[config.mk]
export PLATFORM = sky130hd
export DESIGN_NAME = hazard_ctrl_unit
export DESIGN_NICKNAME = d
export VERILOG_FILES = /design/src/rtl/hazard_ctrl_unit.sv
export SDC_FILE = /design/constraint.sdc
export NUM_CORES = 1
export LEC_CHECK = 0
export CAP_MARGIN = 0
export CORE_MARGIN = 2
export CORE_UTILIZATION = 29
export CTS_CLUSTER_SIZE = 14
export DETAILED_ROUTE_END_ITERATION = 12
export HOLD_SLACK_MARGIN = 0.15
export PLACE_DENSITY = 0.58
export SLEW_MARGIN = 20
export SYNTH_ARGS = -nofsm -noshare
export SYNTH_HDL_FRONTEND = slang
export SYNTH_SLANG_ARGS = --single-unit
[constraint.sdc]
create_clock -name clk -period 3 [get_ports clk]
set_input_delay 0.75 -clock clk [delete_from_list [all_inputs] [get_ports clk]]
set_output_delay 0.75 -clock clk [all_outputs]
set_load 0.01 [all_outputs]
[src/rtl/hazard_ctrl_unit.sv]
// Pipeline hazard sequencer: load-use stalls, branch flushes, memory freeze and handshake timeout.
// Optional macro STORE_DATA_FWD_EN: a store's rs2 (data) match does not cause a load-use stall.
module hazard_ctrl_unit #(
    parameter int unsigned CNT_W    = 16,
    parameter int unsigned MAX_WAIT = 64
) (
    input  logic             clk,
    input  logic             rst,
    input  logic             ID_EX_mem_read,
    input  logic [4:0]       ID_EX_rd,
    input  logic [4:0]       IF_ID_rs1,
    input  logic [4:0]       IF_ID_rs2,
    input  logic             IF_ID_use_rs1,
    input  logic             IF_ID_use_rs2,
    input  logic             IF_ID_mem_write,
    input  logic             branch_taken,
    input  logic             EX_MEM_mem_req,
    input  logic             dmem_ready,
    output logic             pc_write_en,
    output logic             IF_ID_write_en,
    output logic             ID_EX_write_en,
    output logic             EX_MEM_write_en,
    output logic             MEM_WB_write_en,
    output logic             IF_ID_flush,
    output logic             ID_EX_flush,
    output logic             mem_timeout,
    output logic [CNT_W-1:0] stall_count,
    output logic [CNT_W-1:0] flush_count
);

    localparam int unsigned WAIT_W = (MAX_WAIT < 2) ? 1 : $clog2(MAX_WAIT + 1);
    localparam logic [WAIT_W-1:0] WaitLimit = WAIT_W'(MAX_WAIT);

    typedef enum logic [1:0] {StRun, StMemWait, StTimeout} state_e;

    state_e            state_q, state_d;
    logic [WAIT_W-1:0] wait_q, wait_d, wait_inc;
    logic [CNT_W-1:0]  stall_q, stall_d, flush_q, flush_d;
    logic              freeze, frozen, rs1_hit, rs2_hit, load_use;
    logic              stall_evt, flush_evt;

    assign freeze  = EX_MEM_mem_req & ~dmem_ready;
    assign frozen  = (state_q == StTimeout) | freeze;
    assign rs1_hit = IF_ID_use_rs1 & (ID_EX_rd == IF_ID_rs1);
`ifdef STORE_DATA_FWD_EN
    // Store data is forwarded MEM/WB->MEM, so only the address operand needs the load result.
    assign rs2_hit = IF_ID_use_rs2 & (ID_EX_rd == IF_ID_rs2) & ~IF_ID_mem_write;
`else
    assign rs2_hit = IF_ID_use_rs2 & (ID_EX_rd == IF_ID_rs2);
`endif
    assign load_use = ID_EX_mem_read & (ID_EX_rd != 5'd0) & (rs1_hit | rs2_hit);

    // Entering the wait from RUN counts the first frozen cycle; saturate so MAX_WAIT=0 never wraps.
    assign wait_inc = (state_q == StRun) ? WAIT_W'(1) :
                      ((wait_q == '1) ? wait_q : wait_q + 1'b1);

    always_comb begin
        state_d         = state_q;
        wait_d          = wait_q;
        stall_evt       = 1'b0;
        flush_evt       = 1'b0;
        pc_write_en     = 1'b1;
        IF_ID_write_en  = 1'b1;
        ID_EX_write_en  = 1'b1;
        EX_MEM_write_en = 1'b1;
        MEM_WB_write_en = 1'b1;
        IF_ID_flush     = 1'b0;
        ID_EX_flush     = 1'b0;

        if (frozen) begin
            pc_write_en     = 1'b0;
            IF_ID_write_en  = 1'b0;
            ID_EX_write_en  = 1'b0;
            EX_MEM_write_en = 1'b0;
            MEM_WB_write_en = 1'b0;
            stall_evt       = 1'b1;
            if (state_q != StTimeout) begin
                wait_d = wait_inc;
                if ((MAX_WAIT != 0) && (wait_inc == WaitLimit)) begin
                    state_d = StTimeout;
                end else begin
                    state_d = StMemWait;
                end
            end
        end else begin
            state_d = StRun;
            wait_d  = '0;
            if (branch_taken) begin
                IF_ID_flush = 1'b1;
                ID_EX_flush = 1'b1;
                flush_evt   = 1'b1;
            end else if (load_use) begin
                pc_write_en    = 1'b0;
                IF_ID_write_en = 1'b0;
                ID_EX_flush    = 1'b1;
                stall_evt      = 1'b1;
            end
        end

        stall_d = (stall_evt && stall_q != '1) ? stall_q + 1'b1 : stall_q;
        flush_d = (flush_evt && flush_q != '1) ? flush_q + 1'b1 : flush_q;

        if (rst) begin
            pc_write_en     = 1'b0;
            IF_ID_write_en  = 1'b0;
            ID_EX_write_en  = 1'b0;
            EX_MEM_write_en = 1'b0;
            MEM_WB_write_en = 1'b0;
            IF_ID_flush     = 1'b1;
            ID_EX_flush     = 1'b1;
        end
    end

    always_ff @(posedge clk) begin
        if (rst) begin
            state_q <= StRun;
            wait_q  <= '0;
            stall_q <= '0;
            flush_q <= '0;
        end else begin
            state_q <= state_d;
            wait_q  <= wait_d;
            stall_q <= stall_d;
            flush_q <= flush_d;
        end
    end

    assign mem_timeout = (state_q == StTimeout);
    assign stall_count = stall_q;
    assign flush_count = flush_q;

endmodule

After elaboration in Yosys (flattened, before gate mapping)
Index checks and enable logic that the tools add are counted.
W data, S select, Z words.
- add/subtract/negate cells: 3
- bitwise operators: 9
- equal/unequal tests: 8
- reduce and logical (&&, ||, !) cells: 5
- mux-type cells: 18
- operators with widths (operator ; number):
    $add A16 B1 Y16 const B ; 2
    $ne A16 B16 Y1 const B ; 2
    $mux W1 ; 15
    $eq A7 B7 Y1 const B ; 2
    $mux W7 ; 2
    $eq A5 B5 Y1 ; 2
    $add A7 B1 Y7 const B ; 1
    $and A1 B1 Y1 ; 5
    $reduce_bool A5 Y1 ; 1
    $eq A2 B2 Y1 const B ; 1
    $logic_and A1 B1 Y1 ; 2
    $logic_not A2 Y1 ; 1
    $mux W2 ; 1
    $ne A2 B2 Y1 const B ; 1
    $not A1 Y1 ; 2
    $or A1 B1 Y1 ; 2
    $reduce_or A2 Y1 ; 1
- bits in registers: 41
- input port bits: 24
- output and inout port bits: 40

Longest topological paths before layout
Gate-level depths: netlist (run 1).
- word-level depth: 8
- depth in mapped cells: 8
- depth with buffers taken out: 7

Worst setup path before layout (run 1)
Ideal clock, no wire load.
- path type: input to output
- from: input port ID_EX_rd[3]
- to: output port ID_EX_flush
- data required time: 2.250 ns
- arrival: 1.858 ns
- stages on the path: 4
- path slack: 0.392 ns
- path buffers: 0
- cells stage by stage: xor2_1 nor4_2 a32oi_1 o311ai_0
- longest elaborated chain between the ends: 8
- ends and longest elaborated chain (element ; line ; source):
    start, declared ; 10 ; input logic [4:0] ID_EX_rd,
    $eq A5 B5 Y1 (on tied branches) ; 44, 49 ;
    $and A1 B1 Y1 (on tied branches) ; 44, 49 ;
    $or A1 B1 Y1 ; 51 ; assign load_use = ID_EX_mem_read & (ID_EX_rd != 5'd0) & (rs1_hit | rs2_hit);
    $and A1 B1 Y1 * ; 51 ;
    $mux W1 * ; 92 ; end else if (load_use) begin
    $mux W1 * ; 88 ; if (branch_taken) begin
    $mux W1 * ; 70 ; if (frozen) begin
    $mux W1 * ; 103 ; if (rst) begin
    end, declared ; 25 ; output logic ID_EX_flush,
Mark *: on every way between the ends. The rest lies on a longest branch, timed or not.

Worst setup path in the final report (run 1)
- from: input port ID_EX_rd[0]
- to: output port IF_ID_write_en
- longest elaborated chain between the ends: 8
- ends and longest elaborated chain (element ; line ; source):
    $eq A5 B5 Y1 (on tied branches) ; 44, 49 ;
    $and A1 B1 Y1 (on tied branches) ; 44, 49 ;
    $or A1 B1 Y1 ; 51 ;
    $and A1 B1 Y1 * ; 51 ;
    $mux W1 * ; 92 ;
    $mux W1 * ; 88 ;
    $mux W1 * ; 70 ;
    $mux W1 * ; 103 ;
    end, declared ; 20 ; output logic IF_ID_write_en,
Marked as above.

==> results of run 1 <==
worst reg2reg max path, cell delays in order, from the launching register on:
cell     delay [ns]
dfxtp_1        0.41
and3_1         0.21
and4_1         0.36
nand2_1        0.07
or2_2          0.28
or4_1          0.40
a21oi_1        0.15
area by class of cell:
class | count | share of cell area
clock buffers | 7 | 0.0270
clock inverters | 1 | 0.00939
inverters | 4 | 0.00469
multi-input cells | 216 | 0.428
flip-flops and latches | 41 | 0.257
well taps | 102 | 0.0399
repair buffers | 82 | 0.234
report_power, final:
group	internal [µW]	switching, µW
Sequential	549	6.40
Clock	271	191
Combinational	66.0	57.0
metal layers:
metal / wire, µm / vias to the layer above / global-route usage
li1: - / 1164 / -
met1: 2760 / 1058 / 0.185
met2: 2540 / 70 / 0.226
met3: 331 / 7 / 0.0317
met4: 84 / 0 / 0.0485
met5: 0 / - / 0
per-stage QoR:
stage | hold slack, ns | std cells | area (µm²) | setup WS, ns
final | 0.501 | 453 | 3200 | 0.0977
after global routing | 0.549 | 453 | 3200 | 0.00301
after CTS | 0.503 | 453 | 3180 | 0.00967
after detailed placement | 0.491 | 444 | 3080 | -0.575
after global placement | 0.484 | 444 | 3080 | -0.545
after floorplan | 0.470 | 275 | 2260 | 0.392
logic make-up after synthesis:
logic type | count (synthesis) | synth area share
AO/OA/AOI/OAI | 62 | 0.178
adder cells (fa/ha/maj) | 3 | 0.0166
AND/OR/NAND/NOR | 127 | 0.308
multiplexers | 3 | 0.0144
flip-flops | 41 | 0.363
XOR/XNOR | 21 | 0.0814
buffers and inverters | 18 | 0.0393
layout by cell type (no fill, tap or decap), types with 4 or more instances in the layout:
| master | n |
|---|---|
| a21oi_1 | 25 |
| nor2_1 | 24 |
| clkbuf_8 | 6 |
| o21ai_0 | 8 |
| dlymetal6s2s_1 | 6 |
| nand2_1 | 24 |
| or4_1 | 10 |
| xnor2_1 | 7 |
| nor4_1 | 5 |
| nand2b_1 | 4 |
| dlygate4sd2_1 | 9 |
| nand3_1 | 20 |
| and3_1 | 4 |
| xor2_1 | 14 |
| buf_4 | 20 |
| inv_1 | 4 |
| clkdlybuf4s50_1 | 42 |
| o31ai_1 | 9 |
| and4_1 | 4 |
| o211ai_1 | 4 |
| or3_1 | 7 |
| nand4_1 | 6 |
| dfxtp_1 | 41 |
registers in the layout (all words and copies together), names as in the netlist:
name / count
wait_q: 7
stall_count: 16
state_q: 2
flush_count: 16
repair_timing:
item | 4_1_cts | 5_1_grt
pin swaps | 4 | 5
setup buffers | 1 | 0
hold buffers | 0 | 0
gates resized for setup | 27 | 12
gates cloned | 0 | 0
endpoints found under the setup margin | 18 | 14
worst min-delay path by stage:
stage                                               to  slack [ns]                    startpoint  cells past startpoint
final                     stall_count[11]$_SDFFE_PP0P_        0.50  stall_count[11]$_SDFFE_PP0P_                      2
after global routing       flush_count[9]$_SDFFE_PP0P_        0.55   flush_count[9]$_SDFFE_PP0P_                      2
after CTS                 stall_count[11]$_SDFFE_PP0P_        0.50  stall_count[11]$_SDFFE_PP0P_                      2
after detailed placement  stall_count[11]$_SDFFE_PP0P_        0.49  stall_count[11]$_SDFFE_PP0P_                      2
after global placement    stall_count[11]$_SDFFE_PP0P_        0.48  stall_count[11]$_SDFFE_PP0P_                      2
after floorplan                 wait_q[3]$_SDFFE_PP0N_        0.47        wait_q[3]$_SDFFE_PP0N_                      2
==> impl_metrics.yaml, run 1 <==
layout:
  n_antenna_cell: 0
  post-route-util: 0.418
  final-seq-area_um2: 821
  area_growth_pct: 41.5
  fillCellCount: 815
  final_layout_size_suffix_gt1_frac: 0.125
  multiInputGateArea_um2: 1370
  nNetsFinal: 377
route:
  dr.first_iter.drc_count: 97
  drcViolationCount: 0
  vias_per_cell: 5.08
  dr.pass1.iters: 4
  antenna_left: 0
  wire_per_inst_um: 12.6
  vias: 2299
  wirelength_um: 5720
pwr:
  p_leak_uw: 0.00114
  vdd_drop_max_uv: 229
  powerDensity_nw_per_um2: 357
  power_uw: 1140
placement:
  routabilityCongestion: 0.791
  port_buffers: 62
  dp.final_hpwl_um: 4200
clock_network:
  ctsRootBufferMaster: "clkbuf_8"
  cts_tree: "yes"
  cts.sinks: 41
  insertion_delay_ns: 0.29
  path_clk_slew_ns: 0.08
  htree_levels: 2
  clockBufferDepth: 2
  numCtsBuffers: 5
global_route:
  grt_pass1_vias: 2166
  overflow: 0
  grt_max_degree: 34
  track_usage: 0.140
  grt_pass1_wl_um: 9830
  grt_antenna_before_repair: 0
synth:
  yosysMostFrequentCell: "dfxtp_1"
  netlist-cell-type-count: 50
  seq_area_frac_synth: 0.363
  synthTopCellsByArea: "dfxtp_1 (36%), a21oi_1 (5.5%), xor2_1 (5.4%)"
  avgSynthCellArea_um2: 8.22
  synthArstFlopShare: 0
  synth_warnings: 0
  synth_top_area_cell: "dfxtp_1"
  ys_ff_latch: 41
  ys.flop_type: "dfxtp_1"
  synth_edf_count: 0
  synthTopCellsByCount: "dfxtp_1 (41), a21oi_1 (25), nand2_1 (25), nor2_1 (25), nand3_1 (20)"
  synth_nets: 302
  netlist_area_um2: 2260
  syn_inst: 275
  yosysTopAreaCellShare: 0.363
critical_path:
  path_cells: "dlygate4sd2_1 > xor2_1 > nor4_1 > a32oi_1 > buf_4 > o31a_1 > buf_2"
  required_ns: 2.25
  startpoint_type: "primary input"
  crit_fanout: 3
  crit_type: "primary input to output port"
  critPathBufInv: 3
  startpoint: "ID_EX_rd[0]"
  reg2reg_to: "stall_count[13]$_SDFFE_PP0P_"
  r2r_start: "stall_count[2]$_SDFFE_PP0P_"
  setup.worst_path.end: "IF_ID_write_en"
  cp_slowest_stage_delay_ns: 0.28
  cp-end-kind: "output port"
  cp.arrival_ns: 2.15
  critPathTopFamily: "buffers and inverters"
  worst_path_max_delay_cell: "nor4_1"
  reg2reg_slack_ns: 1.04
  reg2reg_depth: 6
  path_depth: 7
sta:
  slew_headroom: 0.681
  period_share: 0.967
  timing.final.crit_period_ns: 2.90
  fmax_ghz: 0.345
  final_hold_viol_count: 0
  setup-violations-final: 0
  tns_ns: 0
  rsz0062_at_grt: "no"
  fin_skew_ns: 0.00806
  tightestPinTransition_ns: 0.474
  maxSlewViolCount: 0
floorplanning:
  start_util: 0.296
  die_area_um2: 8520
  ios: 64
  die_h_um: 92.3
  row_count: 32
  die_x_um: 92.3
  core_um2: 7650
run:
  drv_cap: 0
worst_hold_path:
  hold_class: "flip-flop to flip-flop"
status:
  status: "finished, final reports clean"
Power figures use the tool's default switching activity.
==> run 2: changes to the inputs <==
--- a/config.mk
+++ b/config.mk
@@ -11,7 +11,6 @@
 export CTS_CLUSTER_SIZE = 14
 export DETAILED_ROUTE_END_ITERATION = 12
 export HOLD_SLACK_MARGIN = 0.15
-export PLACE_DENSITY = 0.58
 export SLEW_MARGIN = 20
 export SYNTH_ARGS = -nofsm -noshare
 export SYNTH_HDL_FRONTEND = slang
==> run 2 against run 1 <==
Cell count down 1.3%. First-iteration DRC count up 15%. Register-to-register slack got worse by 0.15 ns. Clock skew rose by 0.0048 ns. Largest cell class unchanged. Sequential cell count is the same.
==> impl_metrics.yaml, run 2 (synthesis results as in run 1) <==
sta:
  maxSlewViolCount: 0
  fin_skew_ns: 0.0128
  slew_headroom: 0.661
  timing.final.crit_period_ns: 2.96
  rsz0062_at_grt: "no"
  fmax_ghz: 0.338
  holdWs_ns: 0.493
  final_hold_viol_count: 0
  period_share: 0.986
  tightestPinTransition_ns: 0.503
  setup-violations-final: 0
critical_path:
  cp.arrival_ns: 2.21
  reg2reg_slack_ns: 0.89
  reg2reg_to: "flush_count[15]$_SDFFE_PP0P_"
  cp_slowest_stage_delay_ns: 0.30
  required_ns: 2.25
  reg2reg_depth: 7
  critPathTopFamily: "buffers and inverters"
  crit_fanout: 3
  r2r_start: "state_q[0]$_SDFFE_PP0N_"
  cp-end-kind: "output port"
  startpoint_type: "primary input"
  worst_path_max_delay_cell: "nor4_2"
  critPathBufInv: 3
  path_cells: "dlygate4sd2_1 > xor2_1 > nor4_2 > a32oi_1 > buf_4 > o31a_1 > buf_2"
  crit_type: "primary input to output port"
layout:
  area_growth_pct: 39.4
  layout_commonest_cell: "clkdlybuf4s50_1"
  layout_common_cells: "clkdlybuf4s50_1 (43), dfxtp_1 (41), nand2_1 (25), a21oi_1 (25), nor2_1 (24)"
  n_antenna_cell: 0
  nNetsFinal: 372
  post-route-util: 0.412
  final_layout_size_suffix_gt1_frac: 0.113
  fillCellCount: 788
global_route:
  track_usage: 0.129
  grt_antenna_before_repair: 0
  grt_pass1_vias: 2022
  overflow: 0
  grt_pass1_wl_um: 9190
  grt_max_degree: 34
pwr:
  vdd_drop_max_uv: 173
  swShare: 0.227
  clkPwrFrac: 0.389
  switching_power_uw: 251
  p_leak_uw: 0.00111
  power.internal_uw: 854
  comb_power_share: 0.107
  powerDensity_nw_per_um2: 350
  seq_power_share: 0.504
worst_hold_path:
  whs_endpoint: "flush_count[1]$_SDFFE_PP0P_"
  hold_depth: 2
  min_from: "flush_count[1]$_SDFFE_PP0P_"
  hold_class: "flip-flop to flip-flop"
floorplanning:
  die_h_um: 92.3
  start_util: 0.296
  die_x_um: 92.3
  core_um2: 7650
  ios: 64
  row_count: 32
  die_area_um2: 8520
route:
  vias_per_cell: 5.01
  dr.first_iter.drc_count: 112
  antenna_left: 0
  dr.pass1.iters: 4
  wire_per_inst_um: 12.4
  wirelength_um: 5540
  drcViolationCount: 0
  vias: 2239
clock_network:
  htree_levels: 2
  clockBufferDepth: 2
  ctsRootBufferMaster: "clkbuf_8"
  insertion_delay_ns: 0.29
  path_clk_slew_ns: 0.08
  cts_hold_buf: 0
  cts_tree: "yes"
  numCtsBuffers: 5
  cts.sinks: 41
run:
  drv_cap: 0
placement:
  routabilityCongestion: 0.799
  dp.final_hpwl_um: 4000
  port_buffers: 62
status:
  status: "finished, final reports clean"
[run 2: cell types whose count changed in the layout (fill, tap and decap cells not counted), sizes merged]
cell	delta
clkinv	+1
clkbuf	-2
clkdlybuf4s50	+1
buf	-6
dlymetal6s2s	-1
dlygate4sd2	-1
clkdlybuf4s15	+2
[run 2: repair_timing]
item	CTS	global route
gates resized for setup	26	11
hold endpoints to repair	0	0
pin swaps	4	5
setup buffers	0	1
cloned	0	0
setup endpoints to repair	9	6
[run 2: final cells by class]
type | count | area, µm² | area share
clock buffer | 5 | 68.8 | 0.0218
clock inverter | 2 | 35.0 | 0.0111
inverter | 4 | 15.0 | 0.00476
multi-input combinational | 216 | 1370 | 0.434
sequential | 41 | 821 | 0.260
tap | 102 | 128 | 0.0405
timing repair buffer | 77 | 717 | 0.227
[run 2: worst max path at each step]
stage                                end    startpoint  depth (start not counted)  slack [ns]
after floorplan              ID_EX_flush   ID_EX_rd[3]                          4        0.39
final                     IF_ID_write_en   ID_EX_rd[0]                          7        0.04
after global routing      IF_ID_write_en  IF_ID_rs2[1]                          7       0.003
after CTS                 IF_ID_write_en   ID_EX_rd[1]                          7       0.004
after detailed placement     ID_EX_flush   ID_EX_rd[4]                          6       -0.60
after global placement       ID_EX_flush   ID_EX_rd[4]                          6       -0.54
[run 2: routing by layer]
metal | share of wire | up-vias | GRT usage
met3 | 0.047 | 8 | 0.0269
met2 | 0.42 | 64 | 0.203
met1 | 0.52 | 1010 | 0.179
met5 | 0 | - | 0
li1 | - | 1157 | -
met4 | 0.010 | 0 | 0.0373
[run 2: tightest hold or removal path: cells and delay by family, from the launching register on]
family	cells	cell delay [ns]
compound gates	1	0.05
simple gates	1	0.06
flops	1	0.34
[run 2: metrics by stage]
| step | total power [µW] | instance area, µm² | std cells | setup TNS (ns) | worst slack, ns |
|---|---|---|---|---|---|
| after floorplan | 623 | 2260 | 275 | 0 | 0.392 |
| after global placement | 692 | 3040 | 439 | -4.65 | -0.538 |
| after detailed placement | 693 | 3040 | 439 | -5.75 | -0.596 |
| after CTS | 1130 | 3130 | 446 | 0 | 0.00398 |
| after global routing | 1160 | 3150 | 447 | 0 | 0.00268 |
| final | 1100 | 3150 | 447 | 0 | 0.0431 |
[run 2: power by group through the flow]
stage / Sequential [µW] / Combinational, µW / Clock [µW]
6_report: 557 / 118 / 430
5_1_grt: 558 / 128 / 470
4_1_cts: 557 / 119 / 452
3_5_place_dp: 569 / 123 / 0
3_3_place_gp: 569 / 122 / 0
2_1_floorplan: 569 / 54.6 / 0
==> run 3: changes to the inputs <==
--- a/config.mk
+++ b/config.mk
@@ -5,13 +5,13 @@
 export SDC_FILE = /design/constraint.sdc
 export NUM_CORES = 1
 export LEC_CHECK = 0
-export CAP_MARGIN = 0
+export CAP_MARGIN = 20
 export CORE_MARGIN = 2
 export CORE_UTILIZATION = 29
 export CTS_CLUSTER_SIZE = 14
 export DETAILED_ROUTE_END_ITERATION = 12
 export HOLD_SLACK_MARGIN = 0.15
-export SLEW_MARGIN = 20
+export SKIP_CTS_REPAIR_TIMING = 1
 export SYNTH_ARGS = -nofsm -noshare
 export SYNTH_HDL_FRONTEND = slang
 export SYNTH_SLANG_ARGS = --single-unit
==> run 3 against run 2 <==
Power grew 0.57%. Sequential cell count is the same. Combinational power grew 7%. Cell count grew 0.22%. Count of clock-buffer cells in the layout is the same. Highest routed layer unchanged.
==> impl_metrics.yaml, run 3 (synthesis results as in run 1) <==
status:
  status: "finished, final reports clean"
layout:
  post-route-util: 0.422
  fin_cells: 448
  final_area_um2: 3230
  layout_commonest_cell: "clkdlybuf4s50_1"
  nNetsFinal: 373
  n_antenna_cell: 0
  area_growth_pct: 42.9
  layout_common_cells: "clkdlybuf4s50_1 (43), dfxtp_1 (41), a21oi_1 (25), nand2_1 (24), nor2_1 (24)"
  final_layout_size_suffix_gt1_frac: 0.121
route:
  dr.first_iter.drc_count: 142
  vias: 2233
  antenna_left: 0
  wire_per_inst_um: 12.5
  dr.pass1.iters: 4
  wirelength_um: 5590
  drcViolationCount: 0
  vias_per_cell: 4.98
sta:
  period_share: 0.971
  final_hold_viol_count: 0
  slew_headroom: 0.661
  fmax_ghz: 0.343
  maxSlewViolCount: 0
  tightestPinTransition_ns: 0.503
  timing.final.crit_period_ns: 2.91
  rsz0062_at_grt: "no"
  setup-violations-final: 0
  fin_skew_ns: 0.0128
placement:
  port_buffers: 62
  place_inst: 439
  routabilityCongestion: 0.799
  placed_cell_area_um2: 3040
  dp.final_hpwl_um: 4000
pwr:
  power_uw: 1110
  vdd_drop_max_uv: 172
  p_leak_uw: 0.00121
  powerDensity_nw_per_um2: 344
clock_network:
  cts.sinks: 41
  cts_tree: "yes"
  numCtsBuffers: 5
  htree_levels: 2
  path_clk_slew_ns: 0.08
  ctsRootBufferMaster: "clkbuf_8"
  insertion_delay_ns: 0.29
  clockBufferDepth: 2
floorplanning:
  die_h_um: 92.3
  row_count: 32
  ios: 64
  die_area_um2: 8520
  start_util: 0.296
  core_um2: 7650
  die_x_um: 92.3
critical_path:
  reg2reg_slack_ns: 0.82
  cp-end-kind: "output port"
  crit_fanout: 2
  reg2reg_depth: 7
  required_ns: 2.25
  startpoint_type: "primary input"
  crit_type: "primary input to output port"
  cp.arrival_ns: 2.16
global_route:
  track_usage: 0.129
  grt_max_degree: 34
  grt_pass1_wl_um: 9150
  grt_antenna_before_repair: 0
  overflow: 0
  grt_pass1_vias: 2024
worst_hold_path:
  hold_class: "flip-flop to flip-flop"
  hold_depth: 2
run:
  drv_cap: 0
## run 3: cell types whose count changed in the layout (fill, tap and decap cells not counted), sizes merged
cell	previous run	this run
buf	17	18
clkbuf	7	6
clkdlybuf4s15	2	0
dlygate4sd2	8	0
dlymetal6s2s	5	16
## run 3: final timing paths
check                                                    end                   startpoint
worst max-delay path                          IF_ID_write_en                 IF_ID_rs2[1]
worst min-delay path             flush_count[1]$_SDFFE_PP0P_  flush_count[1]$_SDFFE_PP0P_
worst max register to register  flush_count[15]$_SDFFE_PP0P_      state_q[0]$_SDFFE_PP0N_
worst min register to register   flush_count[1]$_SDFFE_PP0P_  flush_count[1]$_SDFFE_PP0P_
## run 3: final cells by class
class / count / area [µm²]
Clock buffer: 5 / 68.8
Clock inverter: 2 / 35.0
Fill cell: 769 / 4420
Inverter: 4 / 15.0
Multi-Input combinational cell: 216 / 1400
Sequential cell: 41 / 821
Tap cell: 102 / 128
Timing Repair Buffer: 78 / 766
## run 3: power by group
part,switching (µW),internal (µW),total [µW]
Sequential,7.70,549,557
Combinational,57.5,68.0,126
Clock,187,242,429
Total,252,859,1110
## run 3: layer usage
layer	track usage	up-vias	routed length [µm]
met2	0.204	58	2410
met5	0	-	0
met3	0.0269	4	295
li1	-	1157	-
met1	0.177	1014	2830
met4	0.0373	0	47
## run 3: worst max-delay path, cell delays in order
cell and delay (ns):
clkdlybuf4s50_1 0.47, xnor2_1 0.10, and2_1 0.15, a32oi_1 0.08, buf_4 0.16, o31a_1 0.30
buf_2 0.14
## run 3: stage by stage
| step | setup slack, ns | TNS, ns | hold slack [ns] |
|---|---|---|---|
| 2_1_floorplan | 0.392 | 0 | 0.470 |
| 3_3_place_gp | -0.538 | -4.65 | 0.479 |
| 3_5_place_dp | -0.596 | -5.75 | 0.484 |
| 4_1_cts | -0.589 | -1.81 | 0.498 |
| 5_1_grt | 0.00820 | 0 | 0.522 |
| 6_report | 0.0871 | 0 | 0.493 |
